## src/rtl/addsub_pkg.sv

```systemverilog
// Shared constants for the bit-serial add/subtract sequencer: operation codes
// and FSM state encodings.
package addsub_pkg;

    localparam logic OP_ADD = 1'b0;
    localparam logic OP_SUB = 1'b1;

    typedef logic [1:0] state_t;

    localparam state_t ST_IDLE = 2'd0;
    localparam state_t ST_RUN  = 2'd1;
    localparam state_t ST_DONE = 2'd2;

endpackage

```

## src/rtl/fa_cell.sv

```systemverilog
// Full adder built from two half adders, with an OR merging their carries.
module fa_cell (
    input  logic i_a,
    input  logic i_b,
    input  logic i_cin,
    output logic o_sum,
    output logic o_cout
);

    logic w_s0;
    logic w_c0;
    logic w_c1;

    half_adder u_ha0 (
        .i_a     (i_a),
        .i_b     (i_b),
        .o_sum   (w_s0),
        .o_carry (w_c0)
    );

    half_adder u_ha1 (
        .i_a     (w_s0),
        .i_b     (i_cin),
        .o_sum   (o_sum),
        .o_carry (w_c1)
    );

    // The two half-adder carries can never both be 1, so OR suffices.
    assign o_cout = w_c0 | w_c1;

endmodule

```

## src/rtl/half_adder.sv

```systemverilog
// Single-bit half adder, the base datapath cell.
module half_adder (
    input  logic i_a,
    input  logic i_b,
    output logic o_sum,
    output logic o_carry
);

    assign o_sum   = i_a ^ i_b;
    assign o_carry = i_a & i_b;

endmodule

```

## src/rtl/serial_addsub_seq.sv

```systemverilog
// Bit-serial add/subtract: one full-adder cell walks WIDTH-bit operands LSB
// first, one bit per clock, behind a start/busy/done handshake.
module serial_addsub_seq
    import addsub_pkg::*;
#(
    parameter int WIDTH = 8
) (
    input  logic             i_clk,
    input  logic             i_rst,
    input  logic             i_start,
    input  logic             i_op,
    input  logic [WIDTH-1:0] i_a,
    input  logic [WIDTH-1:0] i_b,
    output logic             o_busy,
    output logic             o_done,
    output logic [WIDTH-1:0] o_result,
    output logic             o_carry_out,
    output logic             o_overflow
);

    localparam int CW = (WIDTH > 1) ? $clog2(WIDTH) : 1;
    localparam logic [CW-1:0] CNT_LAST = CW'(WIDTH - 1);
    localparam logic [CW-1:0] CNT_PRE  = CW'(WIDTH - 2);

    state_t           r_state;
    logic [WIDTH-1:0] r_sh_a;
    logic [WIDTH-1:0] r_sh_b;
    logic [WIDTH-1:0] r_res;
    logic [CW-1:0]    r_cnt;
    logic             r_carry;
    logic             r_op;
    logic             r_c_msb_in;
    logic [WIDTH-1:0] r_result;
    logic             r_carry_out;
    logic             r_overflow;

    logic w_sum;
    logic w_cout;

    fa_cell u_fa (
        .i_a    (r_sh_a[0]),
        .i_b    (r_sh_b[0]),
        .i_cin  (r_carry),
        .o_sum  (w_sum),
        .o_cout (w_cout)
    );

    always_ff @(posedge i_clk) begin
        if (i_rst) begin
            r_state     <= ST_IDLE;
            r_sh_a      <= '0;
            r_sh_b      <= '0;
            r_res       <= '0;
            r_cnt       <= '0;
            r_carry     <= 1'b0;
            r_op        <= OP_ADD;
            r_c_msb_in  <= 1'b0;
            r_result    <= '0;
            r_carry_out <= 1'b0;
            r_overflow  <= 1'b0;
        end else begin
            case (r_state)
                ST_IDLE: begin
                    if (i_start) begin
                        // Subtract as a + ~b + 1: the +1 rides in on the initial carry.
                        r_sh_a  <= i_a;
                        r_sh_b  <= (i_op == OP_SUB) ? ~i_b : i_b;
                        r_carry <= i_op;
                        r_cnt   <= '0;
                        r_op    <= i_op;
                        r_state <= ST_RUN;
                    end
                end
                ST_RUN: begin
                    r_res   <= {w_sum, r_res[WIDTH-1:1]};
                    r_sh_a  <= r_sh_a >> 1;
                    r_sh_b  <= r_sh_b >> 1;
                    r_carry <= w_cout;
                    r_cnt   <= r_cnt + 1'b1;
                    if (r_cnt == CNT_PRE)
                        r_c_msb_in <= w_cout;
                    if (r_cnt == CNT_LAST) begin
                        r_state     <= ST_DONE;
                        r_result    <= {w_sum, r_res[WIDTH-1:1]};
                        // Raw carry of a + ~b + 1 is the inverse of the borrow.
                        r_carry_out <= (r_op == OP_SUB) ? ~w_cout : w_cout;
                        r_overflow  <= r_c_msb_in ^ w_cout;
                    end
                end
                ST_DONE: r_state <= ST_IDLE;
                default: r_state <= ST_IDLE;
            endcase
        end
    end

    assign o_busy      = (r_state == ST_RUN);
    assign o_done      = (r_state == ST_DONE);
    assign o_result    = r_result;
    assign o_carry_out = r_carry_out;
    assign o_overflow  = r_overflow;

endmodule

```

## config.mk

```make
export PLATFORM = sky130hd
export DESIGN_NAME = serial_addsub_seq
export DESIGN_NICKNAME = d
export VERILOG_FILES = /design/src/rtl/addsub_pkg.sv /design/src/rtl/fa_cell.sv /design/src/rtl/half_adder.sv /design/src/rtl/serial_addsub_seq.sv
export SDC_FILE = /design/constraint.sdc
export NUM_CORES = 1
export LEC_CHECK = 0
export CORE_ASPECT_RATIO = 1.4
export CORE_MARGIN = 2
export CORE_UTILIZATION = 40
export CTS_CLUSTER_SIZE = 10
export DETAILED_ROUTE_END_ITERATION = 10
export MAX_ROUTING_LAYER = met4
export PLACE_DENSITY = 0.71
export SETUP_SLACK_MARGIN = 0.1
export SLEW_MARGIN = 20
export SYNTH_ARGS = -nofsm -noshare
export SYNTH_HDL_FRONTEND = slang
export SYNTH_SLANG_ARGS = --single-unit
export TNS_END_PERCENT = 20
```

## constraint.sdc

```tcl
create_clock -name i_clk -period 1.4 [get_ports i_clk]
set_clock_uncertainty 0.15 [all_clocks]
set_input_delay 0.28 -clock i_clk [delete_from_list [all_inputs] [get_ports i_clk]]
set_output_delay 0.28 -clock i_clk [all_outputs]
set_load 0.05 [all_outputs]
```

Word level (Yosys, flattened, before mapping) --
Index checks and enable logic that the tools add are counted.
Cells by class: muxes and demuxes 13, add/sub/neg operators 1, bitwise gates (word level) 8, equality and inequality tests 6, reduce and logical (&&, ||, !) cells 7
Operators with widths (number):
- $pmux W8 S2 | 2
- $mux W8 | 3
- $reduce_and A2 Y1 | 5
- $not A8 Y8 | 1
- $eq A3 B3 Y1 const B | 2
- $pmux W3 S2 | 1
- $mux W2 | 2
- $pmux W2 S2 | 1
- $add A3 B1 Y3 const B | 1
- $mux W3 | 1
- $xor A1 B1 Y1 | 3
- $and A1 B1 Y1 | 2
- $eq A2 B1 Y1 const B | 1
- $eq A2 B2 Y1 const B | 1
- $logic_not A2 Y1 | 1
- $mux W1 | 2
- $ne A2 B1 Y1 const B | 1
- $ne A2 B2 Y1 const B | 1
- $pmux W1 S2 | 1
- $reduce_bool A2 Y1 | 1
- $not A1 Y1 | 1
- $or A1 B1 Y1 | 1
Storage, ports and cells: output and inout port bits 12, input port bits 20, flip-flop bits (word level) 42, logic and storage cells 46

Longest topological paths before layout --
Gate-level depths: netlist of the first run.
word-level depth 5, mapped depth 6, mapped depth without buffers 5

By module --
From an unflattened synthesis of the first run, not the netlist that was laid out.
Unflattened totals: cell total of the unflattened synthesis 219, area total of the unflattened synthesis 1880.6 um^2
Modules (own cells, without submodules):
- serial_addsub_seq | area an instance 1849.3 um^2, cells each 216, seq. area each 820.8 um^2, instances 1
- half_adder | area an instance 12.5 um^2, cells each 1, seq. area each 0.0 um^2, instances 2
- fa_cell | area an instance 6.3 um^2, cells each 1, seq. area each 0.0 um^2, instances 1

Worst setup path after synthesis of the first run --
OpenSTA, ideal clock, no wires.
kind register to output, start point register r_state[1], end point output o_done, setup slack -466 ps, buffers on the path 2, stages on the path, launching flop included 4, arrival 1436 ps, data required time 970 ps, path through dfxtp_1 -> clkbuf_8 -> buf_2 -> nor2b_1
Between the ends: word-level cells in the longest chain between the ends 1
Ends and longest elaborated chain:
- start: declaration | line serial_addsub_seq.sv:25 | state_t r_state;
- start signal: assignment | line serial_addsub_seq.sv:50 | r_state <= ST_IDLE;
- start signal: assignment | line serial_addsub_seq.sv:71 | r_state <= ST_RUN;
- start signal: assignment | line serial_addsub_seq.sv:83 | r_state <= ST_DONE;
- $eq A2 B2 Y1 | line serial_addsub_seq.sv:97 | assign o_done = (r_state == ST_DONE);
- end: declaration | line serial_addsub_seq.sv:15 | output logic o_done,
No other way between the ends.

Worst setup path after layout of the first run --
start point register r_state[0], end point output o_done
Same word-level chain as after synthesis.

==> results of run 1 <==
[synth_stat cells (2+ instances only)]
| library cell | n |
|---|---|
| buf_6 | 2 |
| a21oi_1 | 28 |
| o22ai_1 | 7 |
| nand3b_1 | 2 |
| or3b_1 | 5 |
| ha_1 | 3 |
| xnor2_1 | 10 |
| nor2_1 | 18 |
| clkbuf_8 | 2 |
| nor3_1 | 6 |
| clkbuf_1 | 3 |
| nand2b_1 | 7 |
| buf_2 | 5 |
| a22oi_1 | 8 |
| a211oi_1 | 3 |
| inv_1 | 4 |
| dfxtp_1 | 41 |
| nand2_1 | 33 |
| o221a_2 | 2 |
| o21ai_0 | 2 |
[where the power goes]
group | switching [W] | internal (W)
logic | 0.000202 | 0.000245
clock network | 0.000419 | 0.000708
registers | 0.0000415 | 0.00122
[stage by stage]
step / area, µm² / std cells / power [W] / utilization (%) / TNS [ps]
final: 2919 / 331 / 0.002831 / 64.88 / -681.8
after global routing: 2919 / 331 / 0.002932 / 64.88 / -1389
after CTS: 2826 / 331 / 0.002807 / 62.82 / -400.6
after detailed placement: 2505 / 314 / 0.001641 / 55.67 / -9257
after global placement: 2505 / 314 / 0.001632 / 55.67 / -8381
after floorplan: 1911 / 210 / 0.001495 / - / 0
[worst max-delay path by stage]
stage | endpoint | slack, ps | start | depth (start not counted)
final | o_done | -160 | r_state[0] | 4
after global routing | o_done | -180 | r_state[0] | 4
after CTS | o_done | -150 | r_state[0] | 4
after detailed placement | r_sh_a[2] | -470 | i_start | 5
after global placement | r_sh_a[2] | -410 | i_start | 5
after floorplan | o_done | 50 | r_state[1] | 3
[kinds of logic after synthesis]
family / count (synthesis) / share of synthesized area [%]
buf+inv: 20 / 6.698
flops: 41 / 44.38
compound gates: 56 / 20.03
fa+ha+maj: 4 / 3.113
xor+xnor: 10 / 4.736
mux: 2 / 1.150
simple gates: 77 / 19.89
[state kept, by name (all words and copies together) (netlist names)]
| register | cells |
|---|---|
| r_c_msb_in | 1 |
| r_sh_b | 8 |
| r_op | 1 |
| o_result | 8 |
| r_state | 2 |
| o_overflow | 1 |
| r_res | 7 |
| r_sh_a | 8 |
| r_carry | 1 |
| o_carry_out | 1 |
| r_cnt | 3 |
[critical path: stages, from the launching register on]
cell and delay [ps]:
dfxtp_4 360, buf_6 110, buf_6 110, nor2b_4 90
buf_6 150
[routing by layer]
layer / track usage [%] / vias to the layer above
met4: 5.996 / 0
met2: 31.72 / 35
met3: 3.236 / 10
met1: 21.64 / 820
met5: - / -
li1: - / 853
[cells in the final DEF, fill, tap and decap left out, types with 6 or more instances in the layout]
master and instances:
buf_4 21, xnor2_1 8, a21oi_1 21, clkdlybuf4s50_1 17
a22oi_2 7, nor2_1 13, dfxtp_1 34, a21oi_2 7
nand2_1 32, o22ai_1 7, buf_12 14, buf_6 9
nand2b_1 6
[area by class of cell]
type                            instances  area (µm²)
Multi-Input combinational cell        151        1119
Fill cell                             369        1580
Tap cell                               62       77.57
Inverter                                6       27.53
Sequential cell                        41       834.6
Clock inverter                          3       65.06
Clock buffer                            5       68.82
Timing Repair Buffer                   63       726.9
[what timing repair did]
item                       CTS  global route
setup endpoints to repair   42            46
resized for setup           32            26
gates cloned                 2             0
setup buffers                7             0
pin swaps                   31            19
==> flow_metrics.py, run 1 <==
metrics = {
    "cts": {
        "path_clk_slew_ps": 80,
        "clkLatencyLatePin_ps": 300,
        "cts_tree": "yes",
        "cts.sinks": 41,
        "cts_hold_buffers": 0,
        "htree_levels": 2,
        "clockBufferDepth": 2,
        "cts_buffers": 5,
        "cts_root_buf": "clkbuf_8",
    },
    "synth": {
        "syn_area_um2": 1849,
        "synth-seq-cells": 41,
        "synthCells": 210,
        "syn-num-nets": 234,
        "ys_seq_area_share_pct": 44.38,
        "yosys.area.top_type": "dfxtp_1",
        "synth_area_per_cell_um2": 8.806,
        "ys_dominant_reg_cell": "dfxtp_1",
        "synth_top_area_share_pct": 44.38,
        "ys_async_sr_fraction_pct": 0,
        "synth_edf_count": 0,
        "synthTopCellsByArea": "dfxtp_1, a21oi_1, nand2_1",
        "ys_warn_count": 0,
        "synth_cell_types": 39,
    },
    "outcome": {
        "outcome": "complete, but fails checks",
        "violations": "negative setup slack",
    },
    "hold_path": {
        "hp-class": "flop to flop",
        "hp-start": "r_res[1]",
        "whs_endpoint": "r_res[1]",
        "hold_depth": 2,
    },
    "floorplanning": {
        "die_y_um": 84.45,
        "die_area_um2": 5191,
        "core_um2": 4499,
        "start_util_pct": 41.10,
        "core.rowCount": 29,
        "io_pins": 32,
        "die_width_um": 61.47,
    },
    "critical_path": {
        "critPathKind": "flop to output pin",
        "cp_max_fo": 3,
        "cp.required_ps": 970,
        "cp.arrival_ps": 1130,
        "reg2reg_depth": 5,
        "regToRegStartpoint": "r_state[0]",
        "cp-end-kind": "output pin",
        "regToRegEndpoint": "r_sh_a[3]",
        "r2r_setup_slack_ps": -80,
        "start_kind": "flop",
    },
    "grt": {
        "grt_max_degree": 15,
        "grt_pass1_vias": 1604,
        "grt-ovfl-total": 0,
        "grt_usage_pct": 18.67,
        "grt_pass1_wl_um": 7279,
        "antenna_found_initial": 0,
    },
    "route": {
        "routed_via_density": 5.190,
        "met1_length_um": 1738,
        "wl_per_cell_um": 13.56,
        "top_layer_used": "met4",
        "drc": 0,
        "finalWirelength_um": 4489,
        "first_pass_iters": 4,
        "vias": 1718,
        "ant_nets": 0,
        "wl_met3_um": 132,
        "met2WireLength_um": 2514,
        "drtIter0Drc": 51,
    },
    "run": {
        "max-cap-violations": 0,
    },
    "timing": {
        "fin_crit_sh_pct": 111.2,
        "rsz0062_at_grt": "yes",
        "timing.final.ws_setup_ps": -156.5,
        "setup_viol": 15,
        "fmax_mhz": 642.5,
        "hold_violations": 0,
        "final_max_slew_viol_count": 0,
        "hold_ws_ps": 307.0,
        "timing.slew.headroom_pct": 83.90,
        "min_period_ps": 1557,
        "tightest_slew_ps": 240.9,
    },
    "place": {
        "io_buffer_count": 31,
        "preCtsSetupSlack_ps": -469.0,
        "dpl.hpwl_um": 2711,
        "place_congestion": 0.7378,
    },
    "power": {
        "ir_drop_v": 0.0009113,
        "power.density_nw_per_um2": 969.9,
        "p_leak_nw": 1.070,
    },
    "cells_and_area": {
        "nets": 292,
        "area_delta_synth_final_pct": 57.85,
        "num_antenna_cells": 0,
        "drive_gt1_share_pct": 38.66,
    },
}
Power figures use the tool's default switching activity.
==> run 2: changes to the inputs <==
- SKIP_LAST_GASP: default -> 1
==> flow_metrics.py, run 2 (synthesized netlist as in run 1, its figures left out) <==
metrics = {
    "outcome": {
        "outcome": "complete, but fails checks",
        "violations": "negative setup slack",
    },
    "timing": {
        "timing.final.ws_setup_ps": -156.1,
        "rsz0062_at_grt": "yes",
        "final_max_slew_viol_count": 0,
        "hold_violations": 0,
        "fin_crit_sh_pct": 111.1,
        "tightest_slew_ps": 233.6,
        "min_period_ps": 1556,
        "setup_viol": 18,
        "hold_ws_ps": 304.9,
        "timing.slew.headroom_pct": 84.41,
        "fmax_mhz": 642.6,
    },
    "hold_path": {
        "whs_endpoint": "r_res[1]",
        "hp-class": "flop to flop",
        "hold_depth": 2,
        "hp-start": "r_res[1]",
    },
    "grt": {
        "antenna_found_initial": 0,
        "grt_pass1_vias": 1578,
        "grt-ovfl-total": 0,
        "grt_max_degree": 15,
        "grt_usage_pct": 18.43,
        "grt_pass1_wl_um": 7196,
    },
    "route": {
        "wl_per_cell_um": 12.83,
        "drtIter0Drc": 30,
        "finalWirelength_um": 4261,
        "routed_via_density": 5.063,
        "ant_nets": 0,
        "vias": 1681,
        "drc": 0,
        "first_pass_iters": 4,
    },
    "critical_path": {
        "start_kind": "flop",
        "cp_max_fo": 3,
        "reg2reg_depth": 5,
        "regToRegStartpoint": "r_cnt[0]",
        "critPathKind": "flop to output pin",
        "cp.arrival_ps": 1130,
        "r2r_setup_slack_ps": -70,
        "cp.required_ps": 970,
        "cp-end-kind": "output pin",
        "regToRegEndpoint": "o_carry_out",
    },
    "floorplanning": {
        "io_pins": 32,
        "die_area_um2": 5191,
        "core.rowCount": 29,
        "die_width_um": 61.47,
        "start_util_pct": 41.10,
        "die_y_um": 84.45,
        "core_um2": 4499,
    },
    "power": {
        "power.total_w": 0.002817,
        "ir_drop_v": 0.0009243,
        "power.density_nw_per_um2": 985.9,
        "p_leak_nw": 1.067,
    },
    "cts": {
        "htree_levels": 2,
        "cts_buffers": 5,
        "clockBufferDepth": 2,
        "clkLatencyLatePin_ps": 300,
        "cts_tree": "yes",
        "path_clk_slew_ps": 80,
        "cts.sinks": 41,
        "cts_root_buf": "clkbuf_8",
    },
    "cells_and_area": {
        "drive_gt1_share_pct": 32.96,
        "area_delta_synth_final_pct": 54.53,
        "final_common_cell": "dfxtp_1",
        "fillers": 384,
        "layout_common_cells": "dfxtp_1, nand2_1, buf_4",
        "nets": 293,
        "utilization_pct": 63.52,
        "num_antenna_cells": 0,
    },
    "place": {
        "dpl.hpwl_um": 2711,
        "io_buffer_count": 31,
        "place_congestion": 0.7378,
    },
    "run": {
        "max-cap-violations": 0,
    },
}
run 2: cell count changes in the layout (fill, tap and decap cells not counted), sizes merged:
cell           before  now
buf                44   45
clkdlybuf4s50      17   18
dlygate4sd2         2    1
run 2: area by class of cell:
class	instances	area, µm²	area share (%)
multi-input cells	151	1071	37.48
flip-flops and latches	41	832.0	29.12
inverters	6	27.53	0.9632
clock buffers	5	68.82	2.408
clock inverters	3	65.06	2.277
well taps	62	77.57	2.715
repair buffers	64	715.7	25.04
run 2: through the flow:
step	setup TNS [ps]	cells	instance area (µm²)	setup slack, ps
after detailed placement	-9257	314	2505	-469.0
after global placement	-8381	314	2505	-409.3
after floorplan	0	210	1911	49.59
after CTS	-707.8	331	2808	-152.4
after global routing	-1664	332	2858	-175.5
final	-811.8	332	2858	-156.1
run 2: timing repair:
action / CTS / global route
buffers inserted: 7 / 1
pin swaps: 11 / 9
setup endpoints to repair: 42 / 46
hold buffers: 0 / 0
cloned: 2 / 0
gates resized for setup: 26 / 10
run 2: report_power, final:
part | switching, W | internal, W
logic | 0.000192 | 0.000238
registers | 0.0000375 | 0.00122
clock network | 0.000427 | 0.000709
run 2: worst max-delay path by stage:
stage,from,endpoint,slack (ps),cells after the start
6_report,r_state[0],o_done,-160,4
5_1_grt,r_state[0],o_done,-180,4
2_1_floorplan,r_state[1],o_done,50,3
4_1_cts,r_state[0],o_done,-150,4
3_3_place_gp,i_start,r_sh_a[2],-410,5
3_5_place_dp,i_start,r_sh_a[2],-470,5
run 2: layer usage:
| layer | up-vias | global-route usage [%] | routed length, µm |
|---|---|---|---|
| met4 | 0 | 6.576 | 91 |
| met5 | - | - | 0 |
| met2 | 27 | 30.95 | 2327 |
| li1 | 846 | - | - |
| met3 | 8 | 3.236 | 123 |
| met1 | 800 | 21.37 | 1718 |
run 2: worst max-delay path: stages (launching register included):
cell	delay, ps
dfxtp_4	360
buf_6	120
buf_6	110
nor2b_4	90
buf_6	150
==> run 3: changes to the inputs <==
- SLEW_MARGIN: 20 -> default
==> results of run 3 <==
Same layout as run 2: the final DEF is identical, and so are final timing and power.
